==> src/rtl/at_seq_pkg.sv <==
// Shared types and constants for the AT command sequencer: FSM state encoding,
// ASCII line terminators and default parameter values.
package at_seq_pkg;

    typedef enum logic [2:0] {
        IDLE,
        SEND,
        WAIT_TX,
        WAIT_OK,
        NEXT,
        FAIL
    } seq_state_e;

    localparam logic [7:0] ASCII_CR = 8'h0D;
    localparam logic [7:0] ASCII_LF = 8'h0A;

    localparam int unsigned DEF_NUM_CMDS    = 4;
    localparam int unsigned DEF_TIMEOUT_CYC = 50_000_000;
    localparam int unsigned DEF_MAX_RETRY   = 3;

    // Longest command is 13 characters, so a 4-bit character index suffices.
    localparam int unsigned CHAR_IDX_W = 4;
    localparam int unsigned CMD_TXT_W  = 8 * 13;

endpackage

==> src/rtl/at_cmd_rom.sv <==
// Combinational AT script ROM: (cmd_idx, char_idx) -> byte to send, plus a flag
// marking the closing LF of each command.
module at_cmd_rom
    import at_seq_pkg::*;
(
    input  logic [2:0]            cmd_idx,
    input  logic [CHAR_IDX_W-1:0] char_idx,
    output logic [7:0]            rom_byte,
    output logic                  last
);

    // Texts are right-aligned: the first character sits in the highest used byte.
    localparam logic [CMD_TXT_W-1:0] CMD0 = CMD_TXT_W'({"AT", ASCII_CR, ASCII_LF});
    localparam logic [CMD_TXT_W-1:0] CMD1 = CMD_TXT_W'({"ATE0", ASCII_CR, ASCII_LF});
    localparam logic [CMD_TXT_W-1:0] CMD2 = CMD_TXT_W'({"AT+CWMODE=1", ASCII_CR, ASCII_LF});
    localparam logic [CMD_TXT_W-1:0] CMD3 = CMD_TXT_W'({"AT+CIPMUX=0", ASCII_CR, ASCII_LF});

    logic [CMD_TXT_W-1:0]  text;
    logic [CHAR_IDX_W-1:0] len;
    int unsigned           pos;

    // NOTE: every signal written here gets a default first, so no path can
    // leave a value unassigned and infer a latch.
    always_comb begin
        text     = '0;
        len      = CHAR_IDX_W'(1);
        pos      = 0;
        rom_byte = 8'h00;
        case (cmd_idx)
            3'd0:    begin text = CMD0; len = CHAR_IDX_W'(4);  end
            3'd1:    begin text = CMD1; len = CHAR_IDX_W'(6);  end
            3'd2:    begin text = CMD2; len = CHAR_IDX_W'(13); end
            3'd3:    begin text = CMD3; len = CHAR_IDX_W'(13); end
            default: begin text = '0;   len = CHAR_IDX_W'(1);  end
        endcase
        if (char_idx < len) begin
            pos      = 8 * (int'(len) - 1 - int'(char_idx));
            rom_byte = text[pos +: 8];
        end
        last = (char_idx == len - CHAR_IDX_W'(1));
    end

endmodule

==> src/rtl/at_cmd_sequencer.sv <==
// AT command script sequencer: sends each ROM command over a UART and waits for OK.
// Define AT_SEQ_RETRY_EN to resend a timed-out command up to MAX_RETRY times.
module at_cmd_sequencer
    import at_seq_pkg::*;
#(
    parameter int unsigned NUM_CMDS    = DEF_NUM_CMDS,
    parameter int unsigned TIMEOUT_CYC = DEF_TIMEOUT_CYC,
    parameter int unsigned MAX_RETRY   = DEF_MAX_RETRY
) (
    input  logic       iCLK,
    input  logic       RST_n,
    input  logic       start,
    input  logic       tx_busy,
    output logic       tx_start,
    output logic [7:0] tx_data,
    input  logic       receiver_ok,
    output logic       receive_ok_en,
    output logic [2:0] cmd_idx,
    output logic       busy,
    output logic       done,
    output logic       fail
);

    localparam int unsigned         TIMER_W    = (TIMEOUT_CYC > 1) ? $clog2(TIMEOUT_CYC) : 1;
    localparam logic [TIMER_W-1:0] TIMER_LAST = TIMER_W'(TIMEOUT_CYC - 1);
    localparam logic [2:0]          LAST_CMD   = 3'(NUM_CMDS - 1);

    seq_state_e            state, state_d;
    logic [2:0]            cmd_idx_d;
    logic [CHAR_IDX_W-1:0] char_idx, char_idx_d;
    logic [TIMER_W-1:0]    timer, timer_d;
    logic [7:0]            tx_data_d;
    logic                  tx_start_d, done_d, fail_d;
    logic [7:0]            rom_byte;
    logic                  rom_last;

`ifdef AT_SEQ_RETRY_EN
    localparam int unsigned         RETRY_W    = (MAX_RETRY > 0) ? $clog2(MAX_RETRY + 1) : 1;
    localparam logic [RETRY_W-1:0] RETRY_LAST = RETRY_W'(MAX_RETRY);
    logic [RETRY_W-1:0]             retry, retry_d;
`endif

    at_cmd_rom u_rom (
        .cmd_idx  (cmd_idx),
        .char_idx (char_idx),
        .rom_byte (rom_byte),
        .last     (rom_last)
    );

    assign busy          = (state != IDLE);
    assign receive_ok_en = (state == SEND) || (state == WAIT_TX) || (state == WAIT_OK);

    always_comb begin
        state_d    = state;
        cmd_idx_d  = cmd_idx;
        char_idx_d = char_idx;
        timer_d    = timer;
        tx_data_d  = tx_data;
        tx_start_d = 1'b0;
        done_d     = 1'b0;
        fail_d     = fail;
`ifdef AT_SEQ_RETRY_EN
        retry_d    = retry;
`endif
        case (state)
            IDLE: begin
                if (start) begin
                    cmd_idx_d  = '0;
                    char_idx_d = '0;
                    timer_d    = '0;
                    fail_d     = 1'b0;
`ifdef AT_SEQ_RETRY_EN
                    retry_d    = '0;
`endif
                    state_d    = SEND;
                end
            end
            SEND: begin
                if (!tx_busy) begin
                    tx_start_d = 1'b1;
                    tx_data_d  = rom_byte;
                    state_d    = WAIT_TX;
                end
            end
            WAIT_TX: begin
                // tx_start is high only in the first WAIT_TX cycle: that is the
                // guard cycle that gives the UART time to raise tx_busy.
                if (!tx_start && !tx_busy) begin
                    if (rom_last) begin
                        timer_d = '0;
                        state_d = WAIT_OK;
                    end else begin
                        char_idx_d = char_idx + CHAR_IDX_W'(1);
                        state_d    = SEND;
                    end
                end
            end
            WAIT_OK: begin
                // OK arriving in the timeout cycle still wins.
                if (receiver_ok) begin
                    state_d = NEXT;
                end else if (timer == TIMER_LAST) begin
`ifdef AT_SEQ_RETRY_EN
                    if (retry < RETRY_LAST) begin
                        retry_d    = retry + RETRY_W'(1);
                        char_idx_d = '0;
                        state_d    = SEND;
                    end else begin
                        state_d = FAIL;
                    end
`else
                    state_d = FAIL;
`endif
                end else begin
                    timer_d = timer + TIMER_W'(1);
                end
            end
            NEXT: begin
                if (cmd_idx == LAST_CMD) begin
                    done_d  = 1'b1;
                    state_d = IDLE;
                end else begin
                    cmd_idx_d  = cmd_idx + 3'd1;
                    char_idx_d = '0;
`ifdef AT_SEQ_RETRY_EN
                    retry_d    = '0;
`endif
                    state_d    = SEND;
                end
            end
            FAIL: begin
                fail_d  = 1'b1;
                state_d = IDLE;
            end
            default: state_d = IDLE;
        endcase
    end

    // NOTE: state is updated with non-blocking assignments so every register
    // samples the pre-edge values computed above, independent of statement order.
    always_ff @(posedge iCLK or negedge RST_n) begin
        if (!RST_n) begin
            state    <= IDLE;
            cmd_idx  <= '0;
            char_idx <= '0;
            timer    <= '0;
            tx_start <= 1'b0;
            tx_data  <= 8'h00;
            done     <= 1'b0;
            fail     <= 1'b0;
`ifdef AT_SEQ_RETRY_EN
            retry    <= '0;
`endif
        end else begin
            state    <= state_d;
            cmd_idx  <= cmd_idx_d;
            char_idx <= char_idx_d;
            timer    <= timer_d;
            tx_start <= tx_start_d;
            tx_data  <= tx_data_d;
            done     <= done_d;
            fail     <= fail_d;
`ifdef AT_SEQ_RETRY_EN
            retry    <= retry_d;
`endif
        end
    end

endmodule

==> config.mk <==
export PLATFORM = sky130hd
export DESIGN_NAME = at_cmd_sequencer
export DESIGN_NICKNAME = d
export VERILOG_FILES = /design/src/rtl/at_seq_pkg.sv /design/src/rtl/at_cmd_rom.sv /design/src/rtl/at_cmd_sequencer.sv
export SDC_FILE = /design/constraint.sdc
export NUM_CORES = 1
export LEC_CHECK = 0
export BUFFER_PORTS_ARGS = -buffer_cell sky130_fd_sc_hd__buf_2
export CORE_MARGIN = 2
export CORE_UTILIZATION = 35
export DETAILED_ROUTE_END_ITERATION = 8
export PLACE_DENSITY = 0.5
export SYNTH_ARGS = -nofsm -noshare
export SYNTH_HDL_FRONTEND = slang
export SYNTH_SLANG_ARGS = --single-unit
==> constraint.sdc <==
create_clock -name iCLK -period 5.1 [get_ports iCLK]
set_clock_uncertainty 0.1 [all_clocks]
set_input_delay 1.02 -clock iCLK [delete_from_list [all_inputs] [get_ports iCLK]]
set_output_delay 1.02 -clock iCLK [all_outputs]
set_load 0.01 [all_outputs]
# [Yosys cells after proc, flatten, opt, wreduce, memory -nomap -nowiden]
# Index checks and enable logic that the tools add are counted.
[op_classes] add_sub_neg=6 magnitude_cmp=1 eq_ne=19 shifts=1 mux=31 bitwise=1 reduce_logical=19
[op_table] op="103-bit case mux with 4 select lines" n=1
[op_table] op="26-bit 2-to-1 mux" n=5
[op_table] op="104-bit by 33-bit variable part select with 8-bit output" n=1
[op_table] op="26-bit case mux with 3 select lines" n=1
[op_table] op="29-bit by 5-bit subtractor with 29-bit output" n=1
[op_table] op="26-bit by 1-bit adder with 26-bit output, second input constant" n=1
[op_table] op="26-bit == test, second input constant" n=1
[op_table] op="4-bit case mux with 3 select lines" n=2
[op_table] op="3-bit 2-to-1 mux" n=7
[op_table] op="4-bit 2-to-1 mux" n=4
[op_table] op="3-bit case mux with 5 select lines" n=1
[op_table] op="2-bit != test, second input constant" n=7
[op_table] op="3-bit by 2-bit == test with 1-bit output, second input constant" n=4
[op_table] op="3-bit nonzero test" n=3
[op_table] op="8-bit 2-to-1 mux" n=1
[op_table] op="3-bit by 1-bit == test with 1-bit output, second input constant" n=2
[op_table] op="3-bit == test, second input constant" n=2
[op_table] op="3-bit logical NOT" n=2
[op_table] op="1-bit 2-to-1 mux" n=6
[op_table] op="3-bit case mux with 2 select lines" n=1
[op_table] op="6-bit AND reduction" n=1
[op_table] op="5-bit AND reduction" n=1
[op_table] op="4-bit by 1-bit subtractor with 5-bit output, second input constant" n=1
[op_table] op="4-bit by 1-bit adder with 4-bit output, second input constant" n=1
[op_table] op="17 further kinds" n=21
[word_totals] regBits=47 input_bits=5

# [Longest topological paths before layout]
# Gate-level depths: netlist of the first run.
[depth] depth_word=8 mapped_depth=17

# [Cells and area by module]
# Synthesis of the first run repeated with hierarchy kept, for this count alone.
[unflattened] cells_unflattened=404 hier_area_um2=3467.1
[modules_own_cells] module="at_cmd_sequencer" n_inst=1 cells_each=292 area_per_inst_um2=2732.6 seq_area_each_um2=1176.1
[modules_own_cells] module="at_cmd_rom" n_inst=1 cells_each=112 area_per_inst_um2=734.5 seq_area_each_um2=0.0

# [Worst setup path before layout of the first run]
# No wires, ideal clock.
[synth_path] kind="register to register" from="register cmd_idx[0]" to="register timer[19]" setup_ns=0.073 t_arrival_ns=3.655 required_time_ns=4.927 setup_slack_ns=1.272 stages_incl_launch_ff=15 cell_sequence="dfrtp_1 > ha_1 > ha_1 > clkbuf_1 > or4b_2 > a21oi_1 > ha_1 > and4b_1 > nand3_1 > a22o_1 > buf_6 > or2_0 > buf_2 > or4_4 > a21oi_2"
[synth_between] elab_chain_cells=7
[synth_rtl] item="from (decl)" line="at_cmd_sequencer.sv:18" rtl="output logic [2:0] cmd_idx,"
[synth_rtl] item="from (signal assigned)" line="at_cmd_sequencer.sv:156" rtl="cmd_idx <= cmd_idx_d;"
[synth_rtl] item="3-bit by 2-bit == test with 1-bit output" line="at_cmd_rom.sv:29" rtl="case (cmd_idx)"
[synth_rtl] item="2-bit OR reduction (no line)"
[synth_rtl] item="4-bit case mux with 3 select lines (*)" line="at_cmd_rom.sv:29"
[synth_rtl] item="4-bit by 1-bit subtractor with 4-bit output (*)" line="at_cmd_rom.sv:40" rtl="last = (char_idx == len - CHAR_IDX_W'(1));"
[synth_rtl] item="4-bit == test (*)" line="at_cmd_rom.sv:40"
[synth_rtl] item="2-bit != test (no line) (*)"
[synth_rtl] item="6-bit AND reduction (no line) (*)"
[synth_rtl] item="to (signal assigned)" line="at_cmd_sequencer.sv:158" rtl="timer <= timer_d;"
[synth_rtl] item="to (decl)" line="at_cmd_sequencer.sv:31" rtl="logic [TIMER_W-1:0] timer, timer_d;"
# Every way passes the cells marked *; elsewhere a longest branch is shown, timed or not.
# A chain may end at the register's enable or synchronous reset.

# [Final worst setup path of the first run]
[layout_path] from="register cmd_idx[2]" to="register timer[19]"
# The elaborated chain is that of the path after synthesis.

==> metrics.md, run 1 <==
| Metric | Value |
|---|---|
| CTS tree | done |
| Global route total overflow | 0 |
| First-pass GRT wire length | 13.0 mm |
| Port-buffer cells | 19 |
| Die Y | 99.2 um |
| Data required time of the critical path | 5.23 ns |
| Combinational Power Share | 57.1% |
| Syn_nets | 399 |
| CTS Hold Bufs | 0 |
| Power Dens Cells | 516 nW/um2 |
| Main synth FF type | dfrtp_1 |
| Ys Warns | 0 |
| Clock root buffer | clkbuf_8 |
| Setup Buffers After CTS | 0 |
| Reg clk slew, reported paths | 0.10 ns |
| CTS H-tree lvls | 2 |
| Antenna violations before repair | 0 |
| Die width | 99.2 um |
| Worst path slowest cell | or4_4 |
| Crit path time final | 4.25 ns |
| Cell variety after synth | 63 |
| Flop2flop setup slack | 0.85 ns |
| Top Usage Layer GRT | met1 |
| Cell Count, Final, Fillers Out | 494 |
| Initial Util | 36.2% |
| Register share of total power | 27.1% |
| Unrepaired setup endpoints after global routing | false |
| Hpwl dp | 5.36 mm |
| Cell count after synthesis | 378 |
| Residual DRC count | 0 |
| Status | finished clean |
| Async set or reset register ratio after synthesis | 100% |
| Crit Path Category | flop to flop |
| Worst reg2reg endpoint | timer[19] |
| Period utilisation layout | 83.4% |
| Reg2reg start | cmd_idx[2] |
| P&R area growth vs syn | 8.45% |
| Clk pwr share | 15.8% |
| Commonest non-fill, non-tap cell in the layout | dfrtp_1 |
| Largest fanout on the critical path | 19 |
| Met1 Usage GRT | 25.6% |
| Worst-Margin Slew | 0.958 ns |
| Drt first-iter violations | 151 |
| Post-synthesis cell area | 3170 um2 |
| # setup viols final | 0 |
| CP peak stage delay | 0.55 ns |
| Core Box Area | 8760 um2 |
| Sw frac | 47.2% |
| CTS buffer count | 5 |
| Via-to-Cell Ratio | 5.46 |
| Most frequent cells in the layout | dfrtp_1 (46), nor2_1 (39), nand2_1 (37) |
| Longest Clk Path Bufs | 2 |
| Die area | 9840 um2 |
| Sequential area share after synthesis | 36.3% |
| Rows | 34 |
| Met2 Use GR | 23.1% |
| GPL Wtd Cong | 0.852 |
| R2r worst-path depth | 12 |
| Slew HR | 35.7% |
| Internal Power | 0.000937 W |
| Lkg Pwr | 1.50 nW |
| Via count | 2695 |
| Share of cells above drive strength 1 | 10.4% |
| Tot GR Track Use | 16.3% |
| Crit path cell chain | inv_1, ha_1, or2_2, inv_1, nand2_1, ha_1, and4b_1, nand3_1, a22o_1, or2_0, or4_4, a21oi_2 |
| Critical Path Sink Type | flop |
| Final wirelength | 7.50 mm |
| VDD IR max | 0.000233 V |
| Pre-antenna DRT Iters | 4 |
| Placed cell count | 486 |
| Grt met3 use | 2.74% |
| EDFF count, synth | 0 |
| Class of the worst hold path | flop to flop |
| Critical Path Start Type | flop |
| Hold path start | tx_data[1] |
| FF+latch count, synth | 46 |
| Layout Nets | 406 |
| Max-cap viol count | 0 |
| Post-CTS sizing | 0 |
| Fin. max-slew vios | 0 |
| Vias in the first global route | 2498 |
| Fin. Hold Viols | 0 |
| WP data arrival | 4.39 ns |
| Syn avg cell area | 8.39 um2 |
| Drt wl/cell | 15.2 um |
| NetSw | 0.000837 W |
| Worst hold endpoint | tx_data[1] |
| Top Ports | 21 |
| Setup TNS | 0 ns |
| Ant. Diodes | 0 |
| Hold Crit Depth | 2 |
| Fmax | 235 MHz |
| Largest net degree at the start of global routing | 47 |
| Post-route ant nets | 0 |
| Clk_lat worst skew | 0.31 ns |
| Clock Sinks | 46 |
[critical path: cells and delay by family, from the launching register on]
kind	cells	cell delay (ns)
and+or+nand+nor	6	1.81
AOI/OAI and AO/OA	2	0.58
buffers and inverters	2	0.37
DFF	1	0.51
adders and majority gates	2	0.80
[sequential cells by signal, indices dropped and copies added, names as in the netlist]
register  cells
cmd_idx       3
timer        26
tx_start      1
char_idx      4
done          1
state         3
tx_data       7
fail          1
[per-stage QoR]
| stage | util [%] | cell area [um2] | hold WS [ns] | setup slack [ns] | power [W] |
|---|---|---|---|---|---|
| after floorplan | - | 3170 | 0.402 | 1.27 | 0.00126 |
| final | 39.2 | 3440 | 0.380 | 0.847 | 0.00177 |
| after global routing | 39.2 | 3440 | 0.428 | 0.527 | 0.00194 |
| after global placement | 38.0 | 3330 | 0.359 | 0.969 | 0.00149 |
| after detailed placement | 38.0 | 3330 | 0.369 | 0.838 | 0.00149 |
| after CTS | 39.2 | 3440 | 0.390 | 0.815 | 0.00179 |
[layout make-up]
| type | instances | area, um2 |
|---|---|---|
| inverter | 17 | 63.8 |
| tap | 108 | 135 |
| clock buffer | 6 | 72.6 |
| timing repair buffer | 24 | 133 |
| fill | 911 | 5330 |
| multi-input combinational | 291 | 1850 |
| clock inverter | 2 | 37.5 |
| sequential | 46 | 1150 |
[routing by layer]
layer  share of wire [%]  vias up
li1                    -     1373
met1                  53     1271
met2                  43       46
met3                 3.0        5
met4                 1.1        0
met5                   0        -
[cells in the mapped netlist (6+ instances only)]
cell type	n	share of area, %
a31oi_1	6	1.2
buf_2	7	1.1
inv_1	17	2.0
nand3_1	13	2.1
nor2_1	39	4.6
a21oi_1	25	3.9
ha_1	15	5.9
o21ai_0	17	2.7
nor4_1	11	2.2
dfrtp_1	46	36
nand4_1	9	1.8
xnor2_1	21	5.8
nand2_1	37	4.4
clkbuf_1	13	1.5
nor3_1	15	2.4
and3_1	7	1.4
[power by group through the flow]
stage / registers, W / logic, W / clock network [W]
after global placement: 0.000486 / 0.00100 / 0
after detailed placement: 0.000489 / 0.00101 / 0
after global routing: 0.000494 / 0.00114 / 0.000313
after floorplan: 0.000472 / 0.000791 / 0
final: 0.000482 / 0.00101 / 0.000280
after CTS: 0.000481 / 0.00101 / 0.000294
[worst max-delay path by stage]
stage	from	end	slack [ns]	depth (start not counted)
floorplan	cmd_idx[0]	timer[19]	1.27	14
global placement	cmd_idx[2]	timer[19]	0.97	11
detailed placement	cmd_idx[2]	timer[19]	0.84	11
CTS	cmd_idx[2]	timer[19]	0.81	11
global route	cmd_idx[2]	timer[19]	0.53	12
finish	cmd_idx[2]	timer[19]	0.85	12
[kinds of logic after synthesis]
group | Yosys count | synth area share (%)
and+or+nand+nor | 165 | 27.2
xor gates and xnor gates | 23 | 6.35
AOI/OAI and AO/OA | 83 | 17.0
muxes | 3 | 0.987
other | 1 | 0.118
adders and majority gates | 16 | 6.55
buffers and inverters | 41 | 5.49
DFF | 46 | 36.3
No activity file was read; power rests on OpenSTA's default activity.
==> run 2, diff against run 1 <==
Clock period 5.1 ns to 4.3 ns, I/O delays scaled along.
==> metrics.md, run 2 (synthesis results as in run 1) <==
| Metric | Value |
|---|---|
| Worst reg2reg endpoint | tx_data[6] |
| Power Dens Cells | 623 nW/um2 (+21%) |
| Residual DRC count | 0 (unchanged) |
| Power Total | 0.00218 W (+23%) |
| Crit Path Category | flop to flop |
| Tot GR Track Use | 17.3% (+1.1 points) |
| CTS Hold Bufs | 0 (unchanged) |
| First-pass GRT wire length | 13.9 mm (+6.9%) |
| Register Area | 1150 um2 (unchanged) |
| Vias in the first global route | 2651 (+6.1%) |
| CP peak stage delay | 0.46 ns (-0.09 ns) |
| Crit path time final | 3.89 ns (-0.365 ns) |
| Layout Nets | 413 (+1.7%) |
| Grt met3 use | 2.60% (-0.14 points) |
| Reg clk slew, reported paths | 0.10 ns (about the same) |
| Unrepaired setup endpoints after global routing | false |
| CTS tree | done |
| Die width | 99.2 um (unchanged) |
| Initial Util | 36.2% (unchanged) |
| Final wirelength | 7.90 mm (+5.4%) |
| Clk_lat worst skew | 0.31 ns (about the same) |
| CTS buffer count | 5 (unchanged) |
| Clock root buffer | clkbuf_8 |
| Area of the multi-input gates | 1850 um2 (unchanged) |
| Period utilisation layout | 90.4% (+7.0 points) |
| GPL Wtd Cong | 0.829 (-2.7%) |
| Most frequent cells in the layout | dfrtp_1 (46), nor2_1 (39), nand2_1 (37) |
| Top reg by flops | timer |
| Biggest registers after layout | timer x26, tx_data x7, char_idx x4 |
| Port-buffer cells | 19 (unchanged) |
| Number of flip-flops under the largest register name | 26 (unchanged) |
| Rows | 34 (unchanged) |
| Post-CTS sizing | 0 (unchanged) |
| Fin. Hold Viols | 0 (unchanged) |
| Slew HR | 30.8% (-4.9 points) |
| R2r worst-path depth | 15 (+3) |
| Worst path slowest cell | dfrtp_1 |
| Setup Buffers After CTS | 0 (unchanged) |
| Share of cells above drive strength 1 | 12.2% (+1.9 points) |
| Met1 Usage GRT | 26.6% (+1.0 points) |
| Reg2reg start | cmd_idx[0] |
| Critical Path Sink Type | flop |
| Top Usage Layer GRT | met1 |
| Top Ports | 21 (unchanged) |
| Status | finished clean |
| Largest fanout on the critical path | 7 (-12) |
| Fin. max-slew vios | 0 (unchanged) |
| Worst path most repeated cell | inv_1 |
| Max-cap viol count | 0 (unchanged) |
| Die area | 9840 um2 (unchanged) |
| Lkg Pwr | 1.53 nW (+2.3%) |
| Longest Clk Path Bufs | 2 (unchanged) |
| Core Box Area | 8760 um2 (unchanged) |
| Met2 Use GR | 25.9% (+2.8 points) |
| Flop2flop setup slack | 0.41 ns (-0.43 ns) |
| Global route total overflow | 0 (unchanged) |
| Post-DP Area | 3380 um2 (+1.6%) |
| Critical Path Start Type | flop |
| Post-route ant nets | 0 (unchanged) |
| Fmax | 257 MHz (+9.4%) |
| Ant. Diodes | 0 (unchanged) |
| VDD IR max | 0.000255 V (+9.8%) |
| Worst-Margin Slew | 1.03 ns (+0.0724 ns) |
| Filler cells | 919 (+0.88%) |
| Clock Sinks | 46 (unchanged) |
| Data required time of the critical path | 4.45 ns (-0.78 ns) |
| Drt wl/cell | 15.8 um (+3.9%) |
| Crit path cell chain | inv_1, ha_1, nor2b_1, or2_2, inv_1, o211ai_1, ha_1, inv_1, fa_1, a21o_1, a21oi_1, a2111o_1, or2_0, a2111oi_0, a211o_1 |
| WP data arrival | 4.03 ns (-0.36 ns) |
| Hpwl dp | 5.69 mm (+6.2%) |
| Final Cell Area | 3490 um2 (+1.6%) |
| Class of the worst hold path | input pin to asynchronous set/reset pin |
| Via-to-Cell Ratio | 5.47 (+0.21%) |
| Via count | 2739 (+1.6%) |
| CTS H-tree lvls | 2 (unchanged) |
| Pre-antenna DRT Iters | 5 (+1) |
| Setup TNS | 0 ns (unchanged) |
| Largest net degree at the start of global routing | 33 (-30%) |
| Commonest non-fill, non-tap cell in the layout | dfrtp_1 |
| Die Y | 99.2 um (unchanged) |
| Drt first-iter violations | 174 (+15%) |
| Antenna violations before repair | 0 (unchanged) |
| P&R area growth vs syn | 10.2% |
| # setup viols final | 0 (unchanged) |
==> run 2: changes by cell type in the layout (fill, tap and decap cells not counted), sizes merged <==
cell	before	now
clkinvlp	1	2
buf	24	31
clkbuf	6	5
==> run 2: layout make-up <==
| class | instances | share of cell area [%] |
|---|---|---|
| multi-input combinational | 291 | 52.8 |
| sequential | 46 | 32.9 |
| timing repair buffer | 31 | 5.30 |
| tap | 108 | 3.87 |
| clock buffer | 5 | 1.97 |
| inverter | 17 | 1.83 |
| clock inverter | 3 | 1.29 |
==> run 2: worst max-delay path by stage <==
stage | startpoint | to | slack, ns | cells past startpoint
after global placement | cmd_idx[2] | tx_data[6] | 0.56 | 14
after detailed placement | cmd_idx[0] | tx_data[6] | 0.49 | 15
final | cmd_idx[0] | tx_data[6] | 0.41 | 15
after global routing | cmd_idx[0] | tx_data[6] | 0.1 | 15
after floorplan | cmd_idx[0] | timer[19] | 0.47 | 14
after CTS | cmd_idx[0] | tx_data[6] | 0.42 | 15
==> run 2: routing by layer <==
layer | wire, um | share of wire [%]
met2 | 3480 | 44
met5 | 0 | 0
met4 | 72 | 0.91
met3 | 324 | 4.1
met1 | 4030 | 51
==> run 2: worst max-delay path: cells and delay by family (launching register included) <==
kind	cells	cell delay, ns
AO/OA/AOI/OAI	6	1.33
AND/OR/NAND/NOR	3	0.85
adder cells (fa/ha/maj)	3	0.71
flip-flops	1	0.46
buffers and inverters	3	0.37
==> run 2: where the power goes <==
group / switching (W) / internal [W] / leakage (nW) / total (W)
clock network: 0.000162 / 0.000173 / 0.0504 / 0.000335
registers: 0.0000766 / 0.000494 / 0.631 / 0.000571
logic: 0.000787 / 0.000485 / 0.852 / 0.00127
==> run 2: per-stage QoR <==
stage | util [%] | setup WS, ns | cells | hold WS, ns
floorplan | - | 0.472 | 378 | 0.402
global placement | 38.6 | 0.562 | 493 | 0.362
detailed placement | 38.6 | 0.492 | 493 | 0.368
CTS | 39.9 | 0.425 | 501 | 0.338
global route | 39.9 | 0.0972 | 501 | 0.356
finish | 39.9 | 0.412 | 501 | 0.333
==> run 3, diff against run 2 <==
Settings changed: CELL_PAD_IN_SITES_DETAIL_PLACEMENT set to 1, CELL_PAD_IN_SITES_GLOBAL_PLACEMENT set to 1, CORE_MARGIN 2 to 5, PLACE_DENSITY 0.5 to 0.62, SKIP_LAST_GASP set to 1.
==> metrics.md, run 3 (synthesis results as in run 1) <==
| Metric | Value |
|---|---|
| Status | finished clean |
| Fmax | 257 MHz (-0.25%) |
| VDD IR max | 0.000215 V (-16%) |
| Drt first-iter violations | 63 (-64%) |
| Vias in the first global route | 2840 (+7.1%) |
| WP data arrival | 4.04 ns (about the same) |
| Core Box Area | 8760 um2 (unchanged) |
| Commonest non-fill, non-tap cell in the layout | dfrtp_1 |
| Via-to-Cell Ratio | 5.60 (+2.5%) |
| Top reg by flops | timer |
| CTS buffer count | 5 (unchanged) |
| Data required time of the critical path | 4.44 ns (about the same) |
| Crit Path Category | flop to flop |
| Largest fanout on the critical path | 7 (unchanged) |
| Fin. Hold Viols | 0 (unchanged) |
| GPL Wtd Cong | 0.855 (+3.2%) |
| Fin. max-slew vios | 0 (unchanged) |
| # setup viols final | 0 (unchanged) |
| Die width | 105 um (+6.0%) |
| P&R area growth vs syn | 9.39% |
| Period utilisation layout | 90.6% (+0.23 points) |
| Biggest registers after layout | timer x26, tx_data x7, char_idx x4 |
| Number of flip-flops under the largest register name | 26 (unchanged) |
| Post-route ant nets | 0 (unchanged) |
| Hpwl dp | 6.19 mm (+8.8%) |
| Worst-Margin Slew | 1.05 ns (+0.0227 ns) |
| Setup TNS | 0 ns (unchanged) |
| Layout Nets | 413 (unchanged) |
| First-pass GRT wire length | 14.3 mm (+2.6%) |
| Reg clk slew, reported paths | 0.09 ns (about the same) |
| Power Total | 0.00212 W (-2.5%) |
| Die Y | 105 um (+6.0%) |
| Class of the worst hold path | flop to flop |
| Global route total overflow | 0 (unchanged) |
| Rows | 34 (unchanged) |
| Critical Path Start Type | flop |
| CTS H-tree lvls | 2 (unchanged) |
| WHS | 0.381 ns (+0.0478 ns) |
| Slew HR | 29.3% (-1.5 points) |
| Max-cap viol count | 0 (unchanged) |
| Crit path time final | 3.90 ns (+0.00983 ns) |
| Pre-antenna DRT Iters | 4 (-1) |
| Top Ports | 21 (unchanged) |
| Power Dens Cells | 612 nW/um2 (-1.8%) |
| Via count | 2807 (+2.5%) |
| Initial Util | 36.2% (unchanged) |
| Clock Sinks | 46 (unchanged) |
| Residual DRC count | 0 (unchanged) |
| Antenna violations before repair | 0 (unchanged) |
| Clock root buffer | clkbuf_8 |
| Tot GR Track Use | 15.5% (-1.9 points) |
| Longest Clk Path Bufs | 2 (unchanged) |
| CTS Hold Bufs | 0 (unchanged) |
| Critical Path Sink Type | flop |
| Unrepaired setup endpoints after global routing | false |
| Largest net degree at the start of global routing | 25 (-24%) |
| Clk_lat worst skew | 0.30 ns (about the same) |
| Drt wl/cell | 16.7 um (+5.8%) |
| Filler cells | 1055 (+15%) |
| Ant. Diodes | 0 (unchanged) |
| Share of cells above drive strength 1 | 12.0% (-0.25 points) |
| Port-buffer cells | 19 (unchanged) |
| Final wirelength | 8.36 mm (+5.8%) |
| Setup Buffers After CTS | 0 (unchanged) |
| Most frequent cells in the layout | dfrtp_1 (46), nor2_1 (39), nand2_1 (37) |
| Lkg Pwr | 1.53 nW (-0.34%) |
| Die area | 11100 um2 (+12%) |
| CTS tree | done |
run 3: cell types whose count changed in the layout (fill, tap and decap cells not counted), sizes merged:
cell      delta
clkinvlp     -2
clkbuf       +1
bufinv       -1
clkinv       +2
run 3: worst paths after layout:
| kind | start | endpoint | slack [ns] | cells after the start |
|---|---|---|---|---|
| setup / recovery | cmd_idx[0] | tx_data[6] | 0.40 | 15 |
| hold / removal | tx_data[0] | tx_data[0] | 0.38 | 2 |
| setup reg to reg | cmd_idx[0] | tx_data[6] | 0.40 | 15 |
| hold reg to reg | tx_data[0] | tx_data[0] | 0.38 | 2 |
| max in group asynchronous | RST_n | cmd_idx[2] | 2.91 | 2 |
| min in group asynchronous | RST_n | timer[5] | 0.44 | 1 |
run 3: stage by stage:
stage / cell area (um2) / util, % / setup WS (ns) / instances
floorplan: 3170 / - / 0.472 / 378
global placement: 3380 / 38.6 / 0.539 / 493
detailed placement: 3380 / 38.6 / 0.429 / 493
CTS: 3470 / 39.6 / 0.361 / 501
global route: 3470 / 39.6 / 0.0300 / 501
finish: 3470 / 39.6 / 0.402 / 501
run 3: report_power, final:
part           switching [W]  internal (W)
sequential         0.0000782      0.000494
clock               0.000160      0.000115
combinational       0.000792      0.000484
total                0.00103       0.00109
run 3: cell type report:
cell class | count | area [um2] | share of cell area [%]
multi-input cells | 291 | 1850 | 53.2
flip-flops and latches | 46 | 1150 | 33.2
repair buffers | 31 | 185 | 5.34
well taps | 108 | 135 | 3.90
clock buffers | 6 | 72.6 | 2.09
inverters | 17 | 63.8 | 1.84
clock inverters | 2 | 13.8 | 0.397
run 3: worst max-delay path, cell delays in order, from the launching register on:
cell and delay, ns:
dfrtp_1 0.47, inv_1 0.10, ha_1 0.25, nor2b_1 0.19
or2_2 0.36, inv_1 0.22, o211ai_1 0.17, ha_1 0.22
inv_1 0.07, fa_1 0.24, a21o_1 0.14, a21oi_1 0.06
a2111o_1 0.40, or2_0 0.32, a2111oi_1 0.37, a211o_1 0.15
run 3: timing repair:
item / 4_1_cts / 5_1_grt
hold endpoints to repair: 0 / 0
resized for setup: 0 / 1
setup endpoints to repair: 0 / 1
run 3: layer usage:
| layer | vias up | part of all wire (%) | GRT usage (%) |
|---|---|---|---|
| li1 | 1376 | - | - |
| met1 | 1384 | 52 | 23.0 |
| met2 | 42 | 44 | 23.4 |
| met3 | 5 | 2.9 | 2.77 |
| met4 | 0 | 0.78 | 3.20 |
| met5 | - | 0 | 0 |
